`config.mk`:
```
export PLATFORM = sky130hd
export DESIGN_NAME = axi_stream_remove_header_flat
export DESIGN_NICKNAME = d
export VERILOG_FILES = /design/src/rtl/axi_stream_remove_header_if.sv /design/src/rtl/axi_stream_remove_header.sv /design/src/flat_wrapper.sv
export SDC_FILE = /design/constraint.sdc
export NUM_CORES = 1
export LEC_CHECK = 0
export ABC_AREA = 1
export CORE_UTILIZATION = 50
export CTS_CLUSTER_SIZE = 28
export DETAILED_ROUTE_END_ITERATION = 16
export DONT_BUFFER_PORTS = 1
export PLACE_DENSITY = 0.68
export SLEW_MARGIN = 40
export SYNTH_ARGS = -nofsm -noshare
export SYNTH_HDL_FRONTEND = slang
export SYNTH_SLANG_ARGS = --single-unit
```
`constraint.sdc`:
```
create_clock -name clk -period 5 [get_ports clk]
set_input_delay 1.5 -clock clk [delete_from_list [all_inputs] [get_ports clk]]
set_output_delay 1.5 -clock clk [all_outputs]
set_load 0.05 [all_outputs]
```
`src/rtl/axi_stream_remove_header_if.sv`:
```
// Bundle of every stream, strip-count and header-side signal of the header-remove stage.
// A transfer happens on any channel in a cycle where its valid and ready are both high at the rising edge.
interface axi_stream_remove_header_if #(
  parameter int DATA_WD      = 32,
  parameter int DATA_BYTE_WD = DATA_WD / 8,
  parameter int BYTE_CNT_WD  = $clog2(DATA_BYTE_WD)
);
  logic                    valid_in;
  logic [DATA_WD-1:0]      data_in;
  logic [DATA_BYTE_WD-1:0] keep_in;
  logic                    last_in;
  logic                    ready_in;
  logic                    valid_out;
  logic [DATA_WD-1:0]      data_out;
  logic [DATA_BYTE_WD-1:0] keep_out;
  logic                    last_out;
  logic                    ready_out;
  logic                    valid_strip;
  logic [BYTE_CNT_WD-1:0]  byte_strip_cnt;
  logic                    ready_strip;
  logic [DATA_WD-1:0]      header_out;
  logic [DATA_BYTE_WD-1:0] header_keep;
  logic                    header_valid;
  logic [1:0]              state_dbg;

  modport master (
    output valid_in, data_in, keep_in, last_in, ready_out, valid_strip, byte_strip_cnt,
    input  ready_in, valid_out, data_out, keep_out, last_out, ready_strip,
           header_out, header_keep, header_valid, state_dbg
  );

  modport slave (
    input  valid_in, data_in, keep_in, last_in, ready_out, valid_strip, byte_strip_cnt,
    output ready_in, valid_out, data_out, keep_out, last_out, ready_strip,
           header_out, header_keep, header_valid, state_dbg
  );
endinterface

```
`src/rtl/axi_stream_remove_header.sv`:
```
// Strips N leading header bytes from each AXI-Stream packet, realigns the payload to full
// beats (MSB-first byte order) and reports the stripped bytes on a one-cycle side output.
module axi_stream_remove_header #(
  parameter int DATA_WD      = 32,
  parameter int DATA_BYTE_WD = DATA_WD / 8,
  parameter int BYTE_CNT_WD  = $clog2(DATA_BYTE_WD)
) (
  input logic                       clk,
  input logic                       rst,
  axi_stream_remove_header_if.slave bus
);
  localparam int CW = BYTE_CNT_WD + 1;

  typedef enum logic [1:0] {IDLE = 2'd0, FIRST = 2'd1, BODY = 2'd2, FLUSH = 2'd3} state_t;

  state_t                  state_q;
  logic [BYTE_CNT_WD-1:0]  n_q;
  logic [DATA_WD-1:0]      rem_q;
  logic [CW-1:0]           flush_cnt_q;
  logic                    valid_out_q;
  logic [DATA_WD-1:0]      data_out_q;
  logic [DATA_BYTE_WD-1:0] keep_out_q;
  logic                    last_out_q;
  logic [DATA_WD-1:0]      header_q;
  logic [DATA_BYTE_WD-1:0] header_keep_q;
  logic                    header_valid_q;

  function automatic logic [DATA_BYTE_WD-1:0] top_ones(input logic [CW-1:0] cnt);
    logic [DATA_BYTE_WD-1:0] m;
    m = '0;
    for (int i = 0; i < DATA_BYTE_WD; i++)
      if (i < int'(cnt)) m[DATA_BYTE_WD-1-i] = 1'b1;
    return m;
  endfunction

  function automatic logic [DATA_WD-1:0] byte_mask(input logic [DATA_BYTE_WD-1:0] k);
    logic [DATA_WD-1:0] m;
    for (int i = 0; i < DATA_BYTE_WD; i++) m[i*8 +: 8] = {8{k[i]}};
    return m;
  endfunction

  function automatic logic [CW-1:0] popcount(input logic [DATA_BYTE_WD-1:0] k);
    logic [CW-1:0] c;
    c = '0;
    for (int i = 0; i < DATA_BYTE_WD; i++) c = c + CW'(k[i]);
    return c;
  endfunction

  logic                    can_load;
  logic                    in_hs;
  logic                    pass;
  logic                    v_gt_n;
  logic [CW-1:0]           v_d;
  logic [CW-1:0]           n_ext;
  logic [CW-1:0]           hdr_cnt_d;
  logic [CW-1:0]           tail_sh_d;
  logic [CW-1:0]           last_cnt_d;
  logic [CW-1:0]           extra_cnt_d;
  logic [DATA_WD-1:0]      rem_d;
  logic [DATA_WD-1:0]      combined_d;
  logic [DATA_BYTE_WD-1:0] hdr_keep_d;

  assign can_load    = ~valid_out_q | bus.ready_out;
  assign in_hs       = bus.valid_in & bus.ready_in;
  assign pass        = (n_q == '0);
  assign v_d         = popcount(bus.keep_in);
  assign n_ext       = {1'b0, n_q};
  assign v_gt_n      = (v_d > n_ext);
  assign hdr_cnt_d   = v_gt_n ? n_ext : v_d;
  assign hdr_keep_d  = top_ones(hdr_cnt_d);
  assign extra_cnt_d = v_d - n_ext;
  // Payload bytes of a closing beat: the held DW-N remainder bytes plus the v valid new bytes.
  assign last_cnt_d  = CW'(DATA_BYTE_WD) - n_ext + v_d;
  assign tail_sh_d   = CW'(DATA_BYTE_WD) - n_ext;
  assign rem_d       = bus.data_in << {n_q, 3'b000};
  assign combined_d  = rem_q | (bus.data_in >> {tail_sh_d, 3'b000});

  assign bus.ready_in     = ((state_q == FIRST) || (state_q == BODY)) && can_load;
  assign bus.ready_strip  = (state_q == IDLE);
  assign bus.valid_out    = valid_out_q;
  assign bus.data_out     = data_out_q;
  assign bus.keep_out     = keep_out_q;
  assign bus.last_out     = last_out_q;
  assign bus.header_out   = header_q;
  assign bus.header_keep  = header_keep_q;
  assign bus.header_valid = header_valid_q;
  assign bus.state_dbg    = state_q;

  always_ff @(posedge clk or posedge rst) begin
    if (rst) begin
      state_q        <= IDLE;
      n_q            <= '0;
      rem_q          <= '0;
      flush_cnt_q    <= '0;
      valid_out_q    <= 1'b0;
      data_out_q     <= '0;
      keep_out_q     <= '0;
      last_out_q     <= 1'b0;
      header_q       <= '0;
      header_keep_q  <= '0;
      header_valid_q <= 1'b0;
    end else begin
      header_valid_q <= 1'b0;
      if (valid_out_q && bus.ready_out) valid_out_q <= 1'b0;
      case (state_q)
        IDLE: begin
          if (bus.valid_strip) begin
            n_q     <= bus.byte_strip_cnt;
            state_q <= FIRST;
          end
        end
        FIRST: begin
          if (in_hs) begin
            header_q       <= bus.data_in & byte_mask(hdr_keep_d);
            header_keep_q  <= hdr_keep_d;
            header_valid_q <= 1'b1;
            rem_q          <= rem_d;
            if (pass) begin
              valid_out_q <= 1'b1;
              data_out_q  <= bus.data_in;
              keep_out_q  <= bus.keep_in;
              last_out_q  <= bus.last_in;
            end else if (bus.last_in && v_gt_n) begin
              valid_out_q <= 1'b1;
              data_out_q  <= rem_d & byte_mask(top_ones(extra_cnt_d));
              keep_out_q  <= top_ones(extra_cnt_d);
              last_out_q  <= 1'b1;
            end
            state_q <= bus.last_in ? IDLE : BODY;
          end
        end
        BODY: begin
          if (in_hs) begin
            rem_q       <= rem_d;
            valid_out_q <= 1'b1;
            if (pass) begin
              data_out_q <= bus.data_in;
              keep_out_q <= bus.keep_in;
              last_out_q <= bus.last_in;
              if (bus.last_in) state_q <= IDLE;
            end else if (!bus.last_in || v_gt_n) begin
              data_out_q <= combined_d;
              keep_out_q <= '1;
              last_out_q <= 1'b0;
              if (bus.last_in) begin
                flush_cnt_q <= extra_cnt_d;
                state_q     <= FLUSH;
              end
            end else begin
              data_out_q <= combined_d & byte_mask(top_ones(last_cnt_d));
              keep_out_q <= top_ones(last_cnt_d);
              last_out_q <= 1'b1;
              state_q    <= IDLE;
            end
          end
        end
        FLUSH: begin
          if (can_load) begin
            valid_out_q <= 1'b1;
            data_out_q  <= rem_q & byte_mask(top_ones(flush_cnt_q));
            keep_out_q  <= top_ones(flush_cnt_q);
            last_out_q  <= 1'b1;
            state_q     <= IDLE;
          end
        end
        default: state_q <= IDLE;
      endcase
    end
  end
endmodule

```
`src/flat_wrapper.sv`:
```
// flat-port wrapper written by rule: the top's interface ports become plain ports
module axi_stream_remove_header_flat 
#(
  parameter int DATA_WD      = 32,
  parameter int DATA_BYTE_WD = DATA_WD / 8,
  parameter int BYTE_CNT_WD  = $clog2(DATA_BYTE_WD)
)
  (clk, rst, bus_valid_in, bus_data_in, bus_keep_in, bus_last_in, bus_ready_out, bus_valid_strip, bus_byte_strip_cnt, bus_ready_in, bus_valid_out, bus_data_out, bus_keep_out, bus_last_out, bus_ready_strip, bus_header_out, bus_header_keep, bus_header_valid, bus_state_dbg);
  axi_stream_remove_header_if #(.DATA_WD(DATA_WD), .DATA_BYTE_WD(DATA_BYTE_WD), .BYTE_CNT_WD(BYTE_CNT_WD)) bus_i ();
  input logic clk;
  input logic rst;
  input wire logic [$bits(bus_i.valid_in)-1:0] bus_valid_in;
  input wire logic [$bits(bus_i.data_in)-1:0] bus_data_in;
  input wire logic [$bits(bus_i.keep_in)-1:0] bus_keep_in;
  input wire logic [$bits(bus_i.last_in)-1:0] bus_last_in;
  input wire logic [$bits(bus_i.ready_out)-1:0] bus_ready_out;
  input wire logic [$bits(bus_i.valid_strip)-1:0] bus_valid_strip;
  input wire logic [$bits(bus_i.byte_strip_cnt)-1:0] bus_byte_strip_cnt;
  output wire logic [$bits(bus_i.ready_in)-1:0] bus_ready_in;
  output wire logic [$bits(bus_i.valid_out)-1:0] bus_valid_out;
  output wire logic [$bits(bus_i.data_out)-1:0] bus_data_out;
  output wire logic [$bits(bus_i.keep_out)-1:0] bus_keep_out;
  output wire logic [$bits(bus_i.last_out)-1:0] bus_last_out;
  output wire logic [$bits(bus_i.ready_strip)-1:0] bus_ready_strip;
  output wire logic [$bits(bus_i.header_out)-1:0] bus_header_out;
  output wire logic [$bits(bus_i.header_keep)-1:0] bus_header_keep;
  output wire logic [$bits(bus_i.header_valid)-1:0] bus_header_valid;
  output wire logic [$bits(bus_i.state_dbg)-1:0] bus_state_dbg;
  assign bus_i.valid_in = bus_valid_in;
  assign bus_i.data_in = bus_data_in;
  assign bus_i.keep_in = bus_keep_in;
  assign bus_i.last_in = bus_last_in;
  assign bus_i.ready_out = bus_ready_out;
  assign bus_i.valid_strip = bus_valid_strip;
  assign bus_i.byte_strip_cnt = bus_byte_strip_cnt;
  assign bus_ready_in = bus_i.ready_in;
  assign bus_valid_out = bus_i.valid_out;
  assign bus_data_out = bus_i.data_out;
  assign bus_keep_out = bus_i.keep_out;
  assign bus_last_out = bus_i.last_out;
  assign bus_ready_strip = bus_i.ready_strip;
  assign bus_header_out = bus_i.header_out;
  assign bus_header_keep = bus_i.header_keep;
  assign bus_header_valid = bus_i.header_valid;
  assign bus_state_dbg = bus_i.state_dbg;
  axi_stream_remove_header #(.DATA_WD(DATA_WD), .DATA_BYTE_WD(DATA_BYTE_WD), .BYTE_CNT_WD(BYTE_CNT_WD)) u_core (.clk(clk), .rst(rst), .bus(bus_i));
endmodule
```
# Word-level counts from Yosys, hierarchy flattened
# Cells that the tools add are included.
totals:
  ff_bits: 114
  latchBits: 0
  mem_bits_rw: 0
  mem_bits_ro: 0
  inputBits: 44
  out_inout_bits: 79
  word_cells: 171
  n_memories: 0
classes:
  addsub: 6
  n_mul: 0
  div: 0
  n_lt_le_gt_ge: 17
  n_eq_ne: 10
  n_shift: 2
  n_mux: 100
  bitwise: 9
  reduce_logical: 16
ops:
  columns: ["cell", "count"]
  rows:
  - ["2-to-1 mux 32 bit", 7]
  - ["AND 32 bit", 4]
  - ["one-hot mux 32 bit (3 select lines)", 1]
  - ["2-to-1 mux 1 bit", 71]
  - ["bitwise OR 32 bit", 1]
  - ["left shift 32 x 5 -> 32 bit", 1]
  - [">> shifter 32 x 6 -> 32 bit", 1]
  - ["2-to-1 mux 4 bit", 7]
  - ["< comparator 1 x 3 -> 1 bit, first input constant", 8]
  - ["< comparator 2 x 3 -> 1 bit, first input constant", 8]
  - ["2-to-1 mux 2 bit", 9]
  - ["one-hot mux 4 bit (3 select lines)", 1]
  - ["AND reduction 5 bit", 2]
  - ["one-hot mux 2 bit (4 select lines)", 1]
  - ["adder 3 x 1 -> 3 bit", 2]
  - ["inequality test 2 x 1 -> 1 bit, second input constant", 3]
  - ["inequality test 3 bit, second input constant", 2]
  - ["one-hot mux 1 bit (3 select lines)", 2]
  - ["AND reduction 2 bit", 3]
  - ["AND reduction 6 bit", 1]
  - ["== test 2 bit, second input constant", 2]
  - ["zero test 2 bit", 2]
  - ["adder 3 bit", 1]
  - ["greater-than comparator 3 x 2 -> 1 bit", 1]
  - ["15 further kinds", 19]

# Longest topological paths before layout
depth:
  depth_word: 15
  mapped_depth: 19
  mapped_depth_nobuf: 18

# Least setup slack after synthesis
# No wires, ideal clock.
synth_path:
  path_kind: "input-to-reg"
  startpoint: "input port bus_keep_in[0]"
  endpoint: "register u_core.keep_out_q[3], in the netlist u_core.bus.keep_out[3]"
  setup_time_ns: 0.128
  arrival_time_ns: 3.786
  required_ns: 4.872
  path_slack_ns: 1.086
  stages: 14
  path_buffers: 1
  cell_sequence: "ha_1 -> inv_1 -> fa_1 -> inv_1 -> ha_1 -> fa_1 -> xor2_1 -> nand2_1 -> nand2_1 -> buf_2 -> nand3_1 -> nand2_1 -> nor3b_1 -> a21oi_1"
synth_between:
  elab_chain_len: 10
  elab_cells_between_ends: 21
  cone_classes: "5 x add/sub; 3 x order compare; 1 x eq/ne; 9 x mux; 3 x reduce/logical"
synth_rtl:
  columns: ["element", "line", "text"]
  rows:
  - ["start, declared", "flat_wrapper.sv:14", "input wire logic [$bits(bus_i.keep_in)-1:0] bus_keep_in;"]
  - ["adder 1 x 1 -> 2 bit (*)", "axi_stream_remove_header.sv:45", "for (int i = 0; i < DATA_BYTE_WD; i++) c = c + CW'(k[i]);"]
  - ["adder 3 x 1 -> 3 bit (*) (2 in series)", "axi_stream_remove_header.sv:45", null]
  - ["adder 3 bit / subtractor 3 x 2 -> 3 bit (equally long branches)", "axi_stream_remove_header.sv:73, axi_stream_remove_header.sv:71", null]
  - ["< comparator 1 x 3 -> 1 bit", "axi_stream_remove_header.sv:32", "if (i < int'(cnt)) m[DATA_BYTE_WD-1-i] = 1'b1;"]
  - ["2-to-1 mux 1 bit", "axi_stream_remove_header.sv:32", null]
  - ["2-to-1 mux 4 bit, on equally long branches", "axi_stream_remove_header.sv:141, axi_stream_remove_header.sv:123", null]
  - ["2-to-1 mux 4 bit, on equally long branches", "axi_stream_remove_header.sv:136, axi_stream_remove_header.sv:118", null]
  - ["2-to-1 mux 4 bit, on equally long branches", "axi_stream_remove_header.sv:133, axi_stream_remove_header.sv:113", null]
  - ["one-hot mux 4 bit (3 select lines)", "axi_stream_remove_header.sv:105", "case (state_q)"]
  - ["end signal, assigned", "axi_stream_remove_header.sv:121", "keep_out_q <= bus.keep_in;"]
  - ["end signal, assigned", "axi_stream_remove_header.sv:138", "keep_out_q <= bus.keep_in;"]
  - ["end signal, assigned", "axi_stream_remove_header.sv:151", "keep_out_q <= top_ones(last_cnt_d);"]
  - ["end, declared", "axi_stream_remove_header.sv:22", "logic [DATA_BYTE_WD-1:0] keep_out_q;"]
# Every way passes the cells marked *; elsewhere a longest branch is shown, timed or not. The select of a mux whose other input is x is not followed.
# A chain may end at the register's enable or synchronous reset.

# Worst setup path after layout
layout_path:
  startpoint: "input port bus_keep_in[0]"
  endpoint: "register u_core.data_out_q[16], in the netlist u_core.bus.data_out[16]"
layout_between:
  elab_chain_len: 15
  elab_cells_between_ends: 31
  cone_classes: "5 x add/sub; 3 x order compare; 1 x eq/ne; 17 x mux; 2 x bitwise; 3 x reduce/logical"
layout_rtl:
  columns: ["element", "line", "text"]
  rows:
  - ["adder 1 x 1 -> 2 bit (*)", "axi_stream_remove_header.sv:45", null]
  - ["adder 3 x 1 -> 3 bit (*) (2 in series)", "axi_stream_remove_header.sv:45", null]
  - ["adder 3 bit / subtractor 3 x 2 -> 3 bit (equally long branches)", "axi_stream_remove_header.sv:73, axi_stream_remove_header.sv:71", null]
  - ["< comparator 1 x 3 -> 1 bit", "axi_stream_remove_header.sv:32", null]
  - ["2-to-1 mux 1 bit", "axi_stream_remove_header.sv:32", null]
  - ["2-to-1 mux 1 bit, on equally long branches", "axi_stream_remove_header.sv:141, axi_stream_remove_header.sv:123", null]
  - ["2-to-1 mux 1 bit, on equally long branches", "axi_stream_remove_header.sv:136, axi_stream_remove_header.sv:118", null]
  - ["2-to-1 mux 1 bit, on equally long branches", "axi_stream_remove_header.sv:133, axi_stream_remove_header.sv:113", null]
  - ["2-to-1 mux 1 bit", "axi_stream_remove_header.sv:105", null]
  - ["AND 32 bit, on equally long branches", "axi_stream_remove_header.sv:150, axi_stream_remove_header.sv:125", null]
  - ["2-to-1 mux 32 bit, on equally long branches", "axi_stream_remove_header.sv:141, axi_stream_remove_header.sv:123", null]
  - ["2-to-1 mux 32 bit, on equally long branches", "axi_stream_remove_header.sv:136, axi_stream_remove_header.sv:118", null]
  - ["2-to-1 mux 32 bit, on equally long branches", "axi_stream_remove_header.sv:133, axi_stream_remove_header.sv:113", null]
  - ["one-hot mux 32 bit (3 select lines)", "axi_stream_remove_header.sv:105", null]
  - ["end signal, assigned", "axi_stream_remove_header.sv:137", "data_out_q <= bus.data_in;"]
  - ["end signal, assigned", "axi_stream_remove_header.sv:142", "data_out_q <= combined_d;"]
  - ["end signal, assigned", "axi_stream_remove_header.sv:150", "data_out_q <= combined_d & byte_mask(top_ones(last_cnt_d));"]
  - ["end, declared", "axi_stream_remove_header.sv:21", "logic [DATA_WD-1:0] data_out_q;"]
# Marked as above.

==> results.md <==
- Filler cells: 1,363
- Count of different cell masters after synthesis: 44
- Clock slew at reported path FFs: 60 ps
- Vias in the first global route: 7,173
- Met3 wire len: 2640 microns
- Outcome: completed
- Synth Instances: 1,077
- Setup Viol. Count Final: 0
- Max-slew violations: 0
- First-pass GRT wire length: 39,600 microns
- Die width: 122 microns
- Clock latency on the worst-skew pair: 430 ps
- Hold Slack: 508 ps
- WL met2: 11,200 microns
- Post-synthesis adder-cell area fraction: 2.56%
- Req. time, crit path: 5350 ps
- Finished Cell Area: 7980 sq um
- TNS Setup: 0 ps
- Core area: 14,000 sq um
- Final Hold Vio Count: 0
- Most frequent cells in the layout: 436 x nand2_1, 114 x dfrtp_1, 105 x nor2_1
- Multiplexer share of the synthesized area: 0%
- Seq/Total Area, Yosys: 39.5%
- Post-placement cell area: 7320 sq um
- Drt total wl: 24,700 microns
- H-tree depth: 4
- Tcrit/Tclk final: 76.9%
- Area grow syn2layout: 10.5%
- Root Driver: clkbuf_16
- I/O Buffers: 0
- CTS tree: done
- Most common cell after layout, fill and taps aside: nand2_1
- # rows: 43
- CP Launch Type: primary input
- Crit path cell chain: ha_1, inv_1, fa_1, inv_1, ha_1, xor2_1, ha_1, a21oi_1, nand2_1, nand2_1, nor2_1, nand2_1, nand2_1, o21ai_0, nand2_1, a21oi_1
- Synth Area in Simple Gates: 35.2%
- Post-synthesis cell area: 7220 sq um
- Wire length on met1: 9790 microns
- Syn nets: 1,134
- RSZ-0062 raised after global routing: no
- Layout cells sized above 1: 7.34%
- Fin cells: 1,256
- Vias: 7,326
- Final ANT Viol Nets: 0
- Wirelength per Cell: 19.7 microns
- Die area: 14,900 sq um
- Tmin final: 3850 ps
- Relative slew margins: 45.7%
- Post-cts sizing count: 0
- Critical Path Max Stage Delay: 350 ps
- Initial drt markers: 745
- # IOs: 123
- FMAX: 0.260 GHz
- Tot GR Track Use: 35.8%
- Largest net degree at the start of global routing: 69
- Crit path top cell by count: nand2_1
- TritonRoute pass-1 iters: 6
- Post-Synth XOR/XNOR Area: 0.364%
- Antenna violations before repair: 0
- CTS max path bufs: 2
- Yosys warning total: 0
- Syn avg cell area: 6.71 sq um
- Num CTS Buffers: 17
- WS Path Type: in -> reg
- Final GP Congestion: 0.993
- Flop2flop setup slack: 1730 ps
- Final HPWL DP: 17,400 microns
- Crit-path max FO: 10
- Worst-margin pin slew: 814 ps
- Hold Crit Class: reg -> reg
- Post-CTS Setup Bufs: 0
- Residual DRC: 0
- Compound-Gate Fraction of Synth Area: 15.3%
- Worst Skew: 6.43 ps
- Placed cells: 1,224
- # diodes: 0
- Bufs and invs on worst path: 2
- Largest family of logic cells by synthesized area: simple AND/OR/NAND/NOR gates
- Count of state elements after synthesis: 114
- Hold-fix buffers at CTS: 0
- Delay-heaviest family, CP: adder cells
- CTS sink cnt: 114
- Crit path arrival time: 4200 ps
- CP max stage cell: fa_1
- Final nets: 1,120
- # Max-Cap Violations: 0
- Top sig layer: met4
- Initial Util: 51.6%
- Crit path capture type: flop
- Die height: 122 microns
- Vias per inst: 5.83
- Global route total overflow: 0
worst paths after layout:
path,end,start,cells after the start
min in group asynchronous,u_core.bus.data_out[4],rst,1
min reg2reg,u_core.flush_cnt_q[1],u_core.flush_cnt_q[1],2
max in group asynchronous,u_core.bus.data_out[31],rst,2
max reg2reg,u_core.bus.keep_out[0],u_core.bus.state_dbg[0],13
max,u_core.bus.data_out[16],bus_keep_in[0],16
min,u_core.flush_cnt_q[1],u_core.flush_cnt_q[1],2
stage by stage:
stage | utilization [%] | worst slack [ps]
final | 57.0 | 1150
after detailed placement | 52.4 | 779
after global placement | 52.3 | 777
after global routing | 57.0 | 955
after CTS | 57.0 | 1220
after floorplan | - | 484
area by class of cell:
type                    count  area [sq um]  share of cell area, %
clock inverters            15           228                   2.85
flip-flops and latches    114          2850                   35.8
multi-input cells         845          3860                   48.4
inverters                  69           267                   3.34
repair buffers             16           120                   1.51
well taps                 180           225                   2.82
clock buffers              17           425                   5.33
registers in the layout, indices dropped and copies added, names as in the netlist:
name	count
u_core.bus.data_out	32
u_core.bus.header_keep	4
u_core.bus.header_out	32
u_core.bus.header_valid	1
u_core.bus.keep_out	4
u_core.bus.last_out	1
u_core.bus.state_dbg	2
u_core.bus.valid_out	1
u_core.flush_cnt_q	3
u_core.n_q	2
u_core.rem_q	32
per-layer routing:
metal  track usage, %  vias to the layer above
met5                0                        -
met4             19.7                        0
met3             10.2                       75
met2             54.8                      401
met1             45.5                     3405
li1                 -                     3445
cell families (layout without fill, tap and decap cells):
kind of cell | Yosys count | in the layout
simple gates | 624 | 624
compound gates | 205 | 205
buf+inv | 118 | 117
flops | 114 | 114
fa+ha+maj | 13 | 13
xor+xnor | 3 | 3
cells in the mapped netlist (all sizes together):
| library cell | count | share of area (%) |
|---|---|---|
| nor3b | 1 | 0.10 |
| buf | 24 | 2.1 |
| a22o | 1 | 0.12 |
| nand4 | 1 | 0.087 |
| o21ai | 97 | 6.8 |
| clkinv | 3 | 0.16 |
| o21a | 2 | 0.23 |
| nand2 | 444 | 23 |
| o31ai | 1 | 0.10 |
| fa | 3 | 0.83 |
| inv | 66 | 3.5 |
| nor2 | 110 | 6.2 |
| o21bai | 8 | 0.83 |
| nand3b | 4 | 0.42 |
| nand3 | 56 | 4.4 |
| o2111ai | 1 | 0.12 |
| a22oi | 1 | 0.10 |
| o211ai | 5 | 0.59 |
| a21oi | 78 | 5.5 |
| ha | 10 | 1.7 |
| clkbuf | 25 | 1.3 |
| xor2 | 2 | 0.24 |
| dfrtp | 114 | 40 |
| xnor2 | 1 | 0.12 |
| a31oi | 11 | 0.95 |
| nor3 | 8 | 0.55 |
tightest hold or removal path, cell delays in order, from the launching register on:
cell	delay, ps
dfrtp_1	350
nand2_1	60
o21ai_0	60
Power is not shown: default switching activity piles up to over one toggle a cycle in this logic, so the estimate is an artifact.
